`src/rtl/cvi_stream_rx_if.sv`:
```
// Avalon-ST video packet bus carried out of the clocked-video receiver.
// The source drives data/valid/sop/eop; the sink returns ready.
interface cvi_stream_rx_if #(
  parameter int DATA_W = 24
);
  logic [DATA_W-1:0] data;
  logic              valid;
  logic              sop;
  logic              eop;
  logic              ready;

  modport master (output data, output valid, output sop, output eop, input ready);
  modport slave  (input data, input valid, input sop, input eop, output ready);
endinterface

```
`src/rtl/cvi_stream_rx.sv`:
```
// Clocked-video receiver: locks onto vsync, recovers frames from datavalid,
// measures width/height and re-emits pixels as an Avalon-ST packet stream
// through a show-ahead FIFO. A one-pixel hold register lets the final pixel
// of a frame be tagged eop when the closing vsync edge arrives.
module cvi_stream_rx #(
  parameter int DATA_W     = 24,
  parameter int FIFO_DEPTH = 16,
  parameter int CNT_W      = 12
) (
  input  logic              clk,
  input  logic              reset,
  input  logic [DATA_W-1:0] vid_data,
  input  logic              vid_datavalid,
  input  logic              vid_h_sync,
  input  logic              vid_v_sync,
  cvi_stream_rx_if.master   st,
  output logic [CNT_W-1:0]  frame_width,
  output logic [CNT_W-1:0]  frame_height,
  output logic              frame_done,
  output logic              overflow
);

  localparam int AW = $clog2(FIFO_DEPTH);
  localparam int EW = DATA_W + 2;

  typedef enum logic [1:0] {
    S_IDLE,
    S_WAIT_SOP,
    S_ACTIVE,
    S_DISCARD
  } state_t;

  state_t             r_state;
  logic               r_vs_q;
  logic               r_dv_q;
  logic [DATA_W-1:0]  r_hold_data;
  logic               r_hold_sop;
  logic [CNT_W-1:0]   r_pix_cnt;
  logic [CNT_W-1:0]   r_line_cnt;
  logic [CNT_W-1:0]   r_last_w;
  logic [EW-1:0]      r_mem [FIFO_DEPTH];
  logic [AW:0]        r_wr_ptr;
  logic [AW:0]        r_rd_ptr;

  logic               w_vs_rise;
  logic               w_dv_fall;
  logic               w_pix;
  logic               w_full;
  logic               w_empty;
  logic               w_pop;
  logic               w_push_req;
  logic               w_can_push;
  logic               w_push;
  logic               w_drop;
  logic [EW-1:0]      w_push_entry;
  logic [EW-1:0]      w_head;
  logic [CNT_W-1:0]   w_pix_inc;
  logic [CNT_W-1:0]   w_line_inc;
  logic               w_unused_hsync;

  // hsync is monitored only; line boundaries come from datavalid
  assign w_unused_hsync = vid_h_sync;

  assign w_vs_rise = vid_v_sync & ~r_vs_q;
  assign w_dv_fall = ~vid_datavalid & r_dv_q;
  // vsync wins over a coincident valid pixel, which is treated as blanking
  assign w_pix     = vid_datavalid & ~w_vs_rise;

  assign w_empty = (r_wr_ptr == r_rd_ptr);
  assign w_full  = (r_wr_ptr[AW] != r_rd_ptr[AW]) &&
                   (r_wr_ptr[AW-1:0] == r_rd_ptr[AW-1:0]);
  assign w_head  = r_mem[r_rd_ptr[AW-1:0]];
  assign w_pop   = ~w_empty & st.ready;

  // The held pixel leaves when the next pixel arrives or the frame closes
  assign w_push_req   = (r_state == S_ACTIVE) & (w_pix | w_vs_rise);
  assign w_can_push   = ~w_full | w_pop;
  assign w_push       = w_push_req & w_can_push;
  assign w_drop       = w_push_req & ~w_can_push;
  assign w_push_entry = {r_hold_sop, w_vs_rise, r_hold_data};

  assign w_pix_inc  = (&r_pix_cnt)  ? r_pix_cnt  : r_pix_cnt  + CNT_W'(1);
  assign w_line_inc = (&r_line_cnt) ? r_line_cnt : r_line_cnt + CNT_W'(1);

  assign st.valid = ~w_empty;
  assign st.sop   = ~w_empty & w_head[EW-1];
  assign st.eop   = ~w_empty & w_head[EW-2];
  assign st.data  = w_empty ? '0 : w_head[DATA_W-1:0];

  // FIFO storage: written on accepted pushes, no reset needed
  always_ff @(posedge clk) begin
    if (w_push) begin
      r_mem[r_wr_ptr[AW-1:0]] <= w_push_entry;
    end
  end

  // FIFO pointers; reset empties the queue
  always_ff @(posedge clk) begin
    if (reset) begin
      r_wr_ptr <= '0;
      r_rd_ptr <= '0;
    end else begin
      if (w_push) r_wr_ptr <= r_wr_ptr + (AW + 1)'(1);
      if (w_pop)  r_rd_ptr <= r_rd_ptr + (AW + 1)'(1);
    end
  end

  // Frame FSM: edge history, hold register, line/pixel counters, status outputs
  always_ff @(posedge clk) begin
    if (reset) begin
      r_state      <= S_IDLE;
      r_vs_q       <= 1'b0;
      r_dv_q       <= 1'b0;
      r_hold_data  <= '0;
      r_hold_sop   <= 1'b0;
      r_pix_cnt    <= '0;
      r_line_cnt   <= '0;
      r_last_w     <= '0;
      frame_width  <= '0;
      frame_height <= '0;
      frame_done   <= 1'b0;
      overflow     <= 1'b0;
    end else begin
      r_vs_q     <= vid_v_sync;
      r_dv_q     <= vid_datavalid;
      frame_done <= 1'b0;
      case (r_state)
        S_IDLE: begin
          if (w_vs_rise) r_state <= S_WAIT_SOP;
        end
        S_WAIT_SOP: begin
          if (w_pix) begin
            r_hold_data <= vid_data;
            r_hold_sop  <= 1'b1;
            r_pix_cnt   <= CNT_W'(1);
            r_line_cnt  <= '0;
            r_last_w    <= '0;
            r_state     <= S_ACTIVE;
          end
        end
        S_ACTIVE: begin
          if (w_drop) begin
            overflow <= 1'b1;
            // a drop on the closing vsync edge has already seen its boundary
            r_state  <= w_vs_rise ? S_WAIT_SOP : S_DISCARD;
          end else if (w_vs_rise) begin
            frame_done <= 1'b1;
            // a nonzero pixel count means the last line is still open
            if (r_pix_cnt != '0) begin
              frame_width  <= r_pix_cnt;
              frame_height <= w_line_inc;
            end else begin
              frame_width  <= r_last_w;
              frame_height <= r_line_cnt;
            end
            r_state <= S_WAIT_SOP;
          end else if (w_pix) begin
            r_hold_data <= vid_data;
            r_hold_sop  <= 1'b0;
            r_pix_cnt   <= w_pix_inc;
          end else if (w_dv_fall) begin
            r_line_cnt <= w_line_inc;
            r_last_w   <= r_pix_cnt;
            r_pix_cnt  <= '0;
          end
        end
        S_DISCARD: begin
          if (w_vs_rise) r_state <= S_WAIT_SOP;
        end
        default: r_state <= S_IDLE;
      endcase
    end
  end

endmodule

```
`src/flat_wrapper.sv`:
```
// flat-port wrapper written by rule: the top's interface ports become plain ports
module cvi_stream_rx_flat 
#(
  parameter int DATA_W     = 24,
  parameter int FIFO_DEPTH = 16,
  parameter int CNT_W      = 12
)
  (clk, reset, vid_data, vid_datavalid, vid_h_sync, vid_v_sync, frame_width, frame_height, frame_done, overflow, st_data, st_valid, st_sop, st_eop, st_ready);
  cvi_stream_rx_if #(.DATA_W(DATA_W)) st_i ();
  input  logic clk;
  input  logic reset;
  input  logic [DATA_W-1:0] vid_data;
  input  logic vid_datavalid;
  input  logic vid_h_sync;
  input  logic vid_v_sync;
  output logic [CNT_W-1:0] frame_width;
  output logic [CNT_W-1:0] frame_height;
  output logic frame_done;
  output logic overflow;
  output wire logic [$bits(st_i.data)-1:0] st_data;
  output wire logic [$bits(st_i.valid)-1:0] st_valid;
  output wire logic [$bits(st_i.sop)-1:0] st_sop;
  output wire logic [$bits(st_i.eop)-1:0] st_eop;
  input wire logic [$bits(st_i.ready)-1:0] st_ready;
  assign st_data = st_i.data;
  assign st_valid = st_i.valid;
  assign st_sop = st_i.sop;
  assign st_eop = st_i.eop;
  assign st_i.ready = st_ready;
  cvi_stream_rx #(.DATA_W(DATA_W), .FIFO_DEPTH(FIFO_DEPTH), .CNT_W(CNT_W)) u_core (.clk(clk), .reset(reset), .vid_data(vid_data), .vid_datavalid(vid_datavalid), .vid_h_sync(vid_h_sync), .vid_v_sync(vid_v_sync), .st(st_i), .frame_width(frame_width), .frame_height(frame_height), .frame_done(frame_done), .overflow(overflow));
endmodule
```
`config.mk`:
```
export PLATFORM = sky130hd
export DESIGN_NAME = cvi_stream_rx_flat
export DESIGN_NICKNAME = d
export VERILOG_FILES = /design/src/rtl/cvi_stream_rx_if.sv /design/src/rtl/cvi_stream_rx.sv /design/src/flat_wrapper.sv
export SDC_FILE = /design/constraint.sdc
export NUM_CORES = 1
export LEC_CHECK = 0
export BUFFER_PORTS_ARGS = -buffer_cell sky130_fd_sc_hd__buf_4
export CAP_MARGIN = 15
export CORE_MARGIN = 4
export CORE_UTILIZATION = 50
export DETAILED_ROUTE_END_ITERATION = 10
export PLACE_DENSITY = 0.66
export SYNTH_ARGS = -nofsm -noshare
export SYNTH_HDL_FRONTEND = slang
export SYNTH_SLANG_ARGS = --single-unit
```
`constraint.sdc`:
```
create_clock -name clk -period 4.8 [get_ports clk]
set_clock_uncertainty 0.15 [all_clocks]
set_input_delay 0.24 -clock clk [delete_from_list [all_inputs] [get_ports clk]]
set_output_delay 0.24 -clock clk [all_outputs]
set_load 0.01 [all_outputs]
```
Word level (Yosys, flattened, before mapping). Memory sizes are Yosys's and may differ from the RTL's. A register that Yosys moved wholly into a read port is not among the register bits. Cells that the tools add are included.

$add $sub $neg: 4. Eq/ne operators: 14. Mux-type cells: 41. Bitwise gates (word level): 19. Reduce and logical (&&, ||, !) cells: 14.

Operators with widths (number): 2-to-1 mux 12 bit (18); 2-to-1 mux 24 bit (4); case mux 12 bit (2 select lines) (3); case mux 24 bit (2 select lines) (1); adder 12 x 1 -> 12 bit (second input constant) (2); AND reduction 12 bit (2); AND reduction 6 bit (2); nonzero test 12 bit (1); adder 5 x 1 -> 5 bit (second input constant) (2); AND 1 bit (9); 2-to-1 mux 2 bit (4); 2-to-1 mux 4 bit (2); inverter 1 bit (8); 2-to-1 mux 1 bit (7); != test 2 x 1 -> 1 bit (second input constant) (3); != test 2 bit (second input constant) (3); case mux 2 bit (3 select lines) (1); AND reduction 3 bit (2); equality test 5 bit (1); AND reduction 5 bit (1); equality test 2 bit (second input constant) (2); equality test 4 bit (1); != test 3 x 1 -> 1 bit (second input constant) (1); != test 3 bit (second input constant) (1); 10 further kinds (11).

Flip-flop bits (word level): 101. Bits in writable memories: 416. Input bits: 30. Output and inout port bits: 53. Logic and storage cells: 107. Memories kept: 1.

Memories: u_core.r_mem (words 16, width 26, read ports 1, clocked after Yosys merged registers in 1, write ports 1, line cvi_stream_rx.sv:41) `logic [EW-1:0] r_mem [FIFO_DEPTH];`.

Depth between registers and ports, before layout. Gate-level depths: netlist (run 1).

Depth in word-level cells: 9. Mapped depth: 10.

Worst setup path after synthesis (run 1). No wires, ideal clock.

Kind: register to register. Start: register u_core.r_vs_q. End: memory u_core.r_mem[0][0] in the netlist's numbering, enable pin. Arrival: 3.227 ns. Path slack: 0.981 ns. Cell stages (with the launch flop): 8. Buffers on the path: 1. Period minus slack after synthesis: 3.819 ns. Cells stage by stage: dfxtp_1 nand2b_1 buf_2 inv_2 o21a_1 a21boi_1 nand2_1 nor3_1.

Cells in the longest elaborated chain, start to end: 9.

RTL lines: from (decl) (line cvi_stream_rx.sv:34) `logic r_vs_q;`; from (signal assigned) (line cvi_stream_rx.sv:124) `r_vs_q <= vid_v_sync;`; inverter 1 bit * (line cvi_stream_rx.sv:64) `assign w_vs_rise = vid_v_sync & ~r_vs_q;`; AND 1 bit * (line cvi_stream_rx.sv:64); via u_core.w_vs_rise (line cvi_stream_rx.sv:45) `logic w_vs_rise;`; inverter 1 bit (line cvi_stream_rx.sv:67) `assign w_pix = vid_datavalid & ~w_vs_rise;`; AND 1 bit (line cvi_stream_rx.sv:67); OR 1 bit * (line cvi_stream_rx.sv:76) `assign w_push_req = (r_state == S_ACTIVE) & (w_pix | w_vs_rise);`; AND 1 bit * (line cvi_stream_rx.sv:76); AND 1 bit * (line cvi_stream_rx.sv:78) `assign w_push = w_push_req & w_can_push;`; 2-to-1 mux 1 bit * (line cvi_stream_rx.sv:92) `if (w_push) begin`; 2-to-1 mux 1 bit (not written as such) * (line cvi_stream_rx.sv:93) `r_mem[r_wr_ptr[AW-1:0]] <= w_push_entry;`; to (decl) (line cvi_stream_rx.sv:41).

The timed path passes the listed nets; every way through them passes the cells marked *.

Worst setup path in the final report (run 1).
Start: register u_core.r_wr_ptr[2]. End: output st_data[9].

Cells in the longest elaborated chain, start to end: 2.

RTL lines: from (decl) (line cvi_stream_rx.sv:42) `logic [AW:0] r_wr_ptr;`; from (signal assigned) (line cvi_stream_rx.sv:103) `if (w_push) r_wr_ptr <= r_wr_ptr + (AW + 1)'(1);`; equality test 5 bit (line cvi_stream_rx.sv:69) `assign w_empty = (r_wr_ptr == r_rd_ptr);`; 2-to-1 mux 24 bit (line cvi_stream_rx.sv:88) `assign st.data = w_empty ? '0 : w_head[DATA_W-1:0];`; to (decl) (line flat_wrapper.sv:20) `output wire logic [$bits(st_i.data)-1:0] st_data;`.

Every way passes these cells.

==> impl_metrics.toml, run 1 <==
[global_routing]
grt_pass1_vias = 11200
grt_pass1_wl_mm = 67.5
grt_max_degree = 69
grt_usage_pct = 20.0
grt_overflow = 0
grt_antenna_before_repair = 0

[worst_setup_path]
cp-end-kind = "output pin"
cp_top_family = "buffers and inverters"
cp_slowest_cell = "inv_1"
critPathRequiredTime_ns = 4.41
cp_num_buf_inv = 3
startpoint_type = "register"
worst-r2r-setup-slack_ns = 1.54
reg2reg_from = "u_core.r_vs_q$_SDFF_PP0_"
critPathArrivalTime_ns = 3.09
criticalPathCategory = "reg2out"
crit_fanout = 18
path_cells = "xnor2_1 > and4_1 > and2_1 > inv_1 > buf_4 > and2_1 > buf_4"
worstReg2RegEnd = "u_core.r_mem[6][2]$_DFFE_PP_"
r2r_cells = 7
critPathMaxStageDelay_ns = 0.73

[min_path]
holdCritPathClass = "in2reg"
whs_endpoint = "u_core.r_last_w[11]$_SDFFE_PP0P_"
hold_start = "reset"
whs_path_depth = 2

[yosys]
synth_warnings = 0
synth-seq-cells = 521
synth-simple-area-share_pct = 6.78
synth.area.mux_share_pct = 14.5
yosysTopAreaCell = "edfxtp_1"
synth.cell_area_um2 = 20500
synthFlopType = "edfxtp_1"
synth.distinct_cells = 51
synth_compound_area_share_pct = 4.00
syn_inst = 1196
yosysMostFrequentCell = "edfxtp_1"
synth_top_family_by_area = "multiplexers"
syn_avg_cell_area_um2 = 17.1
synth_top_area_share_pct = 61.0
seq_area_frac_synth_pct = 71.3
synth_area_leaders = "edfxtp_1, mux4_2, dfxtp_1"
synth_edf_count = 416
synthArstFlopShare_pct = 0
synth_commonest_cells = "edfxtp_1, mux4_2, dfxtp_1"
synth_fp_nets = 1237
synth-xor-area-share_pct = 0.770
yosys.area_share.adder_pct = 0.673

[drt]
postRouteAntennaNets = 0
vias = 11000
wl_mm = 43.8
wire_per_inst_um = 23.3
via_per_inst = 5.85
drc = 0
drt_pre_antenna_iters = 5
drt_iter0_drc = 911

[sta]
rsz0062_at_grt = "false"
final_hold_viol_count = 0
whs_ns = 0.0261
worstMarginPinSlew_ns = 1.13
fin_crit_ns = 3.48
fmax_mhz = 287
min_period_over_period_pct = 72.6
final-setup-viol-count = 0
max-slew-margin-rel_pct = 24.5
tns_ns = 0
slew_viol_final = 0

[place]
dp_hpwl_mm = 24.3
io_buffer_count = 81
gp_routability_congestion = 0.790

[cts]
cts_root_buf = "clkbuf_16"
cts_max_level = 2
tritoncts = "built"
clk_pin_slew_ns = 0.06
cts_made_buffers = 53
clk_latency_ns = 0.60
cts_max_path_buffers = 3
numClockSinks = 521

[power_and_ir_drop]
p_leak_nw = 7.61
peakVddDrop_v = 0.000311
pwr_density_cell_nw_per_um2 = 429

[final_layout]
drive_gt1_share_pct = 25.8
area.growth.synth_to_final_pct = 17.0
final_util_pct = 59.7
nets = 1353
regArea_um2 = 14600
n_antenna_cell = 0
fillers = 2973
multi_input_area_um2 = 5590

[floorplanning]
ios = 83
core_um2 = 40100
die_width_um = 210
start_util_pct = 51.0
rows = 73
die_y_um = 210
die-area_um2 = 44200

[flow_run]
cap_violations = 0

[status]
status = "finished, final reports clean"
[worst reg2reg max path: cells and delay by family (launching register included)]
| kind | cells | cell delay [ns] |
|---|---|---|
| AO/OA/AOI/OAI | 2 | 0.67 |
| buffers and inverters | 2 | 0.77 |
| flip-flops | 1 | 0.29 |
| AND/OR/NAND/NOR | 3 | 1.03 |
[cell usage in the layout (no fill, tap or decap), types with 16 or more instances in the layout]
| cell | n |
|---|---|
| edfxtp_1 | 416 |
| mux4_2 | 130 |
| nand2_1 | 103 |
| buf_4 | 102 |
| dfxtp_1 | 101 |
| a21oi_1 | 69 |
| clkbuf_16 | 53 |
| nor2_1 | 51 |
| nand3_1 | 28 |
| and2_1 | 27 |
| dlygate4sd3_1 | 27 |
| nor3_1 | 20 |
| a211oi_1 | 19 |
| clkbuf_1 | 16 |
[cell type report]
type                       instances  share of cell area (%)
clock inverter                    17                    1.32
timing repair buffer             135                    4.81
sequential                       521                    61.0
multi-input combinational        591                    23.4
tap                              525                    2.74
clock buffer                      83                    6.60
inverter                          10                   0.157
[state kept, by name, summed over array words and instances, names as in the netlist, 2 cells and up, named ones only]
| register | flops |
|---|---|
| u_core.r_mem | 416 |
| u_core.r_hold_data | 24 |
| u_core.frame_height | 12 |
| u_core.frame_width | 12 |
| u_core.r_last_w | 12 |
| u_core.r_line_cnt | 12 |
| u_core.r_pix_cnt | 12 |
| u_core.r_rd_ptr | 5 |
| u_core.r_wr_ptr | 5 |
| u_core.r_state | 2 |
[how the worst max path moves through the flow]
stage / endpoint / depth (start not counted) / startpoint / slack, ns
after floorplan: u_core.r_mem[0][0]$_DFFE_PP_ / 7 / u_core.r_vs_q$_SDFF_PP0_ / 0.98
after detailed placement: u_core.r_mem[4][15]$_DFFE_PP_ / 7 / u_core.r_state[0]$_SDFFE_PP0N_ / 1.52
after global placement: u_core.r_mem[6][18]$_DFFE_PP_ / 8 / u_core.r_state[0]$_SDFFE_PP0N_ / 1.56
after global routing: st_data[9] / 7 / u_core.r_wr_ptr[2]$_SDFFE_PP0P_ / 1.13
after CTS: st_data[1] / 5 / register / 1.25
final: st_data[9] / 7 / u_core.r_wr_ptr[2]$_SDFFE_PP0P_ / 1.32
[logic make-up (layout without fill, tap and decap cells)]
group	after synthesis	in the layout
xor+xnor	18	18
buf+inv	84	245
flops	521	521
mux	134	134
simple gates	293	293
compound gates	135	135
fa+ha+maj	11	11
[power breakdown]
group	leakage (nW)	internal [mW]	switching, mW
logic	1.99	0.397	0.404
registers	4.69	4.97	0.113
clock network	0.922	2.69	1.69
[through the flow]
step	worst slack [ns]	instance area [um2]	cells	total power [mW]
2_1_floorplan	0.981	20500	1196	5.68
3_3_place_gp	1.56	21800	1754	5.95
3_5_place_dp	1.52	21800	1754	5.97
4_1_cts	1.25	23900	1881	10.4
5_1_grt	1.13	23900	1882	10.6
6_report	1.32	23900	1882	10.3
[routing by layer]
layer / global-route usage (%) / wire length, um
met1: 29.3 / 19300
met2: 32.0 / 21300
met3: 3.27 / 2520
met4: 4.88 / 739
met5: 0 / 0
[timing repair]
| item | CTS | global route |
|---|---|---|
| hold buffers | 27 | 0 |
| hold endpoints to repair | 37 | 0 |
| setup buffers | 0 | 0 |
| resized for setup | 0 | 0 |
Note: power is estimated with default switching activity, not from simulation.
==> run 2: changes to the inputs <==
Settings changed: ABC_AREA set to 1, PLACE_DENSITY 0.66 to 0.68.
Clock period 4.8 ns to 2.8 ns, I/O delays scaled along.
==> run 2 against run 1 <==
Effect of this change:
- sequential power grew 74%
- global-route usage rose by 1.7 points
- critical endpoint is now st_sop
- area after synthesis rose by 7.2%
- largest power group unchanged
- first-iteration DRC count up 53%
- clock power is 67% higher
- register-to-register slack got worse by 1.3 ns
- largest cell class unchanged
- total power grew 98%
- cell count increased by 49%
==> impl_metrics.toml, run 2 <==
[yosys]
syn_avg_cell_area_um2 = 10.6
synth_warnings = 0
synth_area_leaders = "edfxtp_1, dfxtp_1, nand2_1"
synth.distinct_cells = 37
synth_top_area_share_pct = 56.9
synth.cell_area_um2 = 21900
synthFlopType = "edfxtp_1"
synthArstFlopShare_pct = 0
synth_commonest_cells = "edfxtp_1, nand2_1, inv_1"
synth_fp_nets = 2107
seq_area_frac_synth_pct = 66.5
synth-seq-cells = 521
synth_edf_count = 416
yosysMostFrequentCell = "edfxtp_1"
syn_inst = 2066
yosysTopAreaCell = "edfxtp_1"

[sta]
fin_crit_ns = 2.64
slew_viol_final = 0
whs_ns = 0.242
final-setup-viol-count = 0
rsz0062_at_grt = "false"
fmax_mhz = 379
min_period_over_period_pct = 94.3
setup_slack_ns = 0.160
tns_ns = 0
final_hold_viol_count = 0
worstMarginPinSlew_ns = 1.04
max-slew-margin-rel_pct = 30.4

[final_layout]
largest_register_ffs = 416
fillers = 3478
nets = 2227
design_area_um2 = 25800
n_antenna_cell = 0
layout_commonest_cell = "edfxtp_1"
drive_gt1_share_pct = 12.6
fin_cells = 2813
final_util_pct = 59.7
area.growth.synth_to_final_pct = 17.8
final_cell_mix = "edfxtp_1, nand2_1, inv_1, a21oi_1, nand3_1"

[worst_setup_path]
critPathRequiredTime_ns = 2.51
critPathArrivalTime_ns = 2.35
cp_top_family = "compound AO/OA/AOI/OAI gates"
cp_slowest_cell = "dfxtp_4"
criticalPathCategory = "reg2out"
path_cells = "buf_4 > buf_16 > a21oi_1 > o21ai_0 > nand3_1 > nand3_1 > a21oi_1 > buf_4"
cp_num_buf_inv = 3
crit_fanout = 25
startpoint_type = "register"
critPathMaxStageDelay_ns = 0.43
cp-end-kind = "output pin"
reg2reg_from = "u_core.r_state[0]$_SDFFE_PP0N_"

[drt]
drt_pre_antenna_iters = 7
via_per_inst = 5.47
drc = 0
vias = 15400
drt_iter0_drc = 1392
postRouteAntennaNets = 0
wl_mm = 51.7
wire_per_inst_um = 18.4

[min_path]
hold_start = "vid_data[0]"
holdCritPathClass = "in2reg"

[place]
gp_routability_congestion = 0.834
dp.cells = 2673
io_buffer_count = 81
dp_hpwl_mm = 30.2
placed_area_um2 = 23600
place_ws_ns = 0.259

[global_routing]
grt_max_degree = 79
grt_antenna_before_repair = 0
grt_pass1_wl_mm = 81.0
grt_pass1_vias = 14900
grt_overflow = 0
grt_usage_pct = 21.6

[flow_run]
cap_violations = 0

[cts]
numClockSinks = 521
cts_max_path_buffers = 3
tritoncts = "built"
cts_max_level = 2
clk_pin_slew_ns = 0.06
cts_root_buf = "clkbuf_16"
cts_made_buffers = 53
clk_latency_ns = 0.60

[power_and_ir_drop]
pwr_density_cell_nw_per_um2 = 788
p_leak_nw = 9.46
peakVddDrop_v = 0.000496
finalPower_mw = 20.4

[floorplanning]
start_util_pct = 50.7
die_y_um = 218
die_width_um = 218
die-area_um2 = 47300
core_um2 = 43300
rows = 76
ios = 83

[status]
status = "finished, final reports clean"
run 2: layout make-up:
| class | count | area, um2 | share of cell area (%) |
|---|---|---|---|
| tap | 585 | 732 | 2.83 |
| timing repair buffer | 188 | 1780 | 6.88 |
| inverter | 270 | 1010 | 3.93 |
| clock inverter | 29 | 387 | 1.50 |
| clock buffer | 68 | 1430 | 5.55 |
| multi-input combinational | 1152 | 5890 | 22.8 |
| sequential | 521 | 14600 | 56.5 |
run 2: cells by family (layout without fill, tap and decap cells):
family / after synthesis / after routing / synth area share, %
simple gates: 669 / 669 / 13.4
fa+ha+maj: 11 / 11 / 0.627
compound gates: 462 / 462 / 11.9
buf+inv: 393 / 555 / 7.22
xor+xnor: 10 / 10 / 0.399
flops: 521 / 521 / 66.5
run 2: timing repair:
action,4_1_cts,5_1_grt
endpoints found under the setup margin,22,32
endpoints found under the hold margin,72,0
buffers inserted,1,4
resized for setup,1,7
hold buffers,38,0
run 2: routing by layer:
metal  wire (um)  GRT usage [%]  vias up
met2       25000           36.3      535
met4        1300           6.61        0
met3        3270           2.97      101
met1       22100           29.6     7353
li1            -              -     7405
met5           0              0        -
run 2: worst min-delay path, delay by kind of cell:
family                 cells  cell delay, ns
buffers and inverters      2            0.67
and+or+nand+nor            1            0.07
AOI/OAI and AO/OA          1            0.06
run 2: power breakdown:
part | total, mW | leakage, nW | internal [mW] | switching [mW]
Combinational | 4.20 | 3.86 | 1.56 | 2.65
Sequential | 8.83 | 4.72 | 8.57 | 0.257
Clock | 7.33 | 0.878 | 4.44 | 2.89
run 2: path summary, 6_finish.rpt:
check	to	slack (ns)	cells after the start
max	st_sop	0.16	8
min	u_core.r_hold_data[0]$_SDFFE_PP0P_	0.24	4
min reg2reg	u_core.frame_width[7]$_SDFFE_PP0P_	0.32	2
max reg2reg	u_core.r_hold_data[18]$_SDFFE_PP0P_	0.20	10
==> run 3: changes to the inputs <==
==> constraint.sdc (replaced) <==
create_clock -name clk -period 2.8 [get_ports clk]
set_clock_uncertainty 0.15 [all_clocks]
set_input_delay 0.28 -clock clk [delete_from_list [all_inputs] [get_ports clk]]
set_output_delay 0.28 -clock clk [all_outputs]
set_load 0.01 [all_outputs]
==> run 3 against run 2 <==
Effect of this change:
- utilization increased by 0.23 points
- critical path depth increased by 1
- cell count increased by 0.11%
- sequential share of layout area decreased by 0.17 points
- sequential power about the same
- die area unchanged
- via count decreased by 0.18%
- largest cell class unchanged
- highest routed layer unchanged
==> impl_metrics.toml, run 3 (synthesized netlist as in run 2, its figures left out) <==
[worst_setup_path]
r2r_cells = 9
critPathArrivalTime_ns = 2.27
crit_fanout = 68
cp-end-kind = "output pin"
crit_path_end = "st_data[14]"
worst-r2r-setup-slack_ns = 0.25
worstReg2RegEnd = "u_core.r_mem[5][7]$_DFFE_PP_"
reg2reg_from = "u_core.r_state[0]$_SDFFE_PP0N_"
critPathRequiredTime_ns = 2.37
startpoint_type = "register"
criticalPathCategory = "reg2out"

[sta]
final_hold_viol_count = 0
max-slew-margin-rel_pct = 47.3
fmax_mhz = 371
worstMarginPinSlew_ns = 0.790
whs_ns = 0.308
min_period_over_period_pct = 96.3
slew_viol_final = 0
rsz0062_at_grt = "true"
final-setup-viol-count = 0
fin_crit_ns = 2.70

[drt]
via_per_inst = 5.46
drt_iter0_drc = 1487
drc = 0
postRouteAntennaNets = 0
vias = 15400
wire_per_inst_um = 18.6
wl_mm = 52.4
drt_pre_antenna_iters = 5

[place]
dp_hpwl_mm = 29.4
io_buffer_count = 81
gp_routability_congestion = 0.839

[floorplanning]
die_y_um = 218
die_width_um = 218
die-area_um2 = 47300
rows = 76
ios = 83
start_util_pct = 50.7
core_um2 = 43300

[cts]
numClockSinks = 521
cts_made_buffers = 53
cts_max_level = 2
clk_latency_ns = 0.60
cts_max_path_buffers = 3
cts_root_buf = "clkbuf_16"
tritoncts = "built"
clk_pin_slew_ns = 0.06

[status]
status = "finished, final reports clean"

[global_routing]
grt_max_degree = 88
grt_usage_pct = 21.6
grt_antenna_before_repair = 0
grt_pass1_wl_mm = 80.7
grt_pass1_vias = 14700
grt_overflow = 0

[final_layout]
nets = 2229
area.growth.synth_to_final_pct = 18.2
largest_register_ffs = 416
final_util_pct = 60.0
drive_gt1_share_pct = 13.9
n_antenna_cell = 0
final_cell_mix = "edfxtp_1, nand2_1, inv_1, a21oi_1, nand3_1"
layout_commonest_cell = "edfxtp_1"

[min_path]
holdCritPathClass = "reg2reg"

[power_and_ir_drop]
pwr_density_cell_nw_per_um2 = 785
finalPower_mw = 20.4
peakVddDrop_v = 0.000486
p_leak_nw = 9.45

[flow_run]
cap_violations = 0
==> run 3: stage by stage <==
step	TNS [ns]	setup WS, ns	cell area [um2]	cells
after floorplan	-65.98	-0.182	21900	2066
after detailed placement	0	0.273	23500	2666
final	0	0.102	25900	2816
after CTS	-0.0101	-0.0101	25600	2798
after global routing	-0.119	-0.0435	25900	2816
after global placement	0	0.302	23500	2666
==> run 3: how the worst min path moves through the flow <==
stage | slack, ns | from | cells after the start | end
floorplan | 0.26 | vid_datavalid | 2 | u_core.r_dv_q$_SDFF_PP0_
global placement | 0.30 | u_core.r_last_w[0]$_SDFFE_PP0P_ | 2 | u_core.r_last_w[0]$_SDFFE_PP0P_
detailed placement | 0.31 | u_core.r_last_w[0]$_SDFFE_PP0P_ | 2 | u_core.r_last_w[0]$_SDFFE_PP0P_
CTS | 0.31 | u_core.r_last_w[0]$_SDFFE_PP0P_ | 2 | u_core.r_last_w[0]$_SDFFE_PP0P_
global route | 0.34 | u_core.frame_width[2]$_SDFFE_PP0P_ | 2 | u_core.frame_width[2]$_SDFFE_PP0P_
finish | 0.31 | u_core.r_last_w[0]$_SDFFE_PP0P_ | 2 | u_core.r_last_w[0]$_SDFFE_PP0P_
==> run 3: power by group <==
part	leakage, nW	internal [mW]	switching [mW]
combinational	3.91	1.83	2.93
sequential	4.72	8.58	0.229
clock	0.821	3.94	2.86
total	9.45	14.3	6.02
==> run 3: cell type report <==
class / instances / area (um2)
fill: 3456 / 17300
inverter: 270 / 1020
multi-input combinational: 1152 / 5990
sequential: 521 / 14600
tap: 585 / 732
clock inverter: 29 / 221
timing repair buffer: 190 / 1900
clock buffer: 69 / 1460
==> run 3: critical path, cell delays in order (launching register included) <==
cell and delay, ns:
dfxtp_4 0.37, buf_12 0.15, buf_12 0.13, buf_16 0.20, a21oi_1 0.16, o21ai_0 0.10, nand3_1 0.09, nand3_1 0.11
a21oi_1 0.20, buf_4 0.15
==> run 3: per-layer routing <==
metal / global-route usage, % / share of wire (%)
met1: 28.8 / 41
met2: 36.2 / 49
met3: 4.00 / 6.9
met4: 6.66 / 2.6
met5: 0 / 0
==> run 3: timing repair <==
item                                    4_1_cts  5_1_grt
cloned                                        1        4
resized for setup                             7       38
pin swaps                                     0        3
buffers inserted                              3       14
hold buffers                                 30        0
endpoints found under the hold margin        46        0
endpoints found under the setup margin       20       26
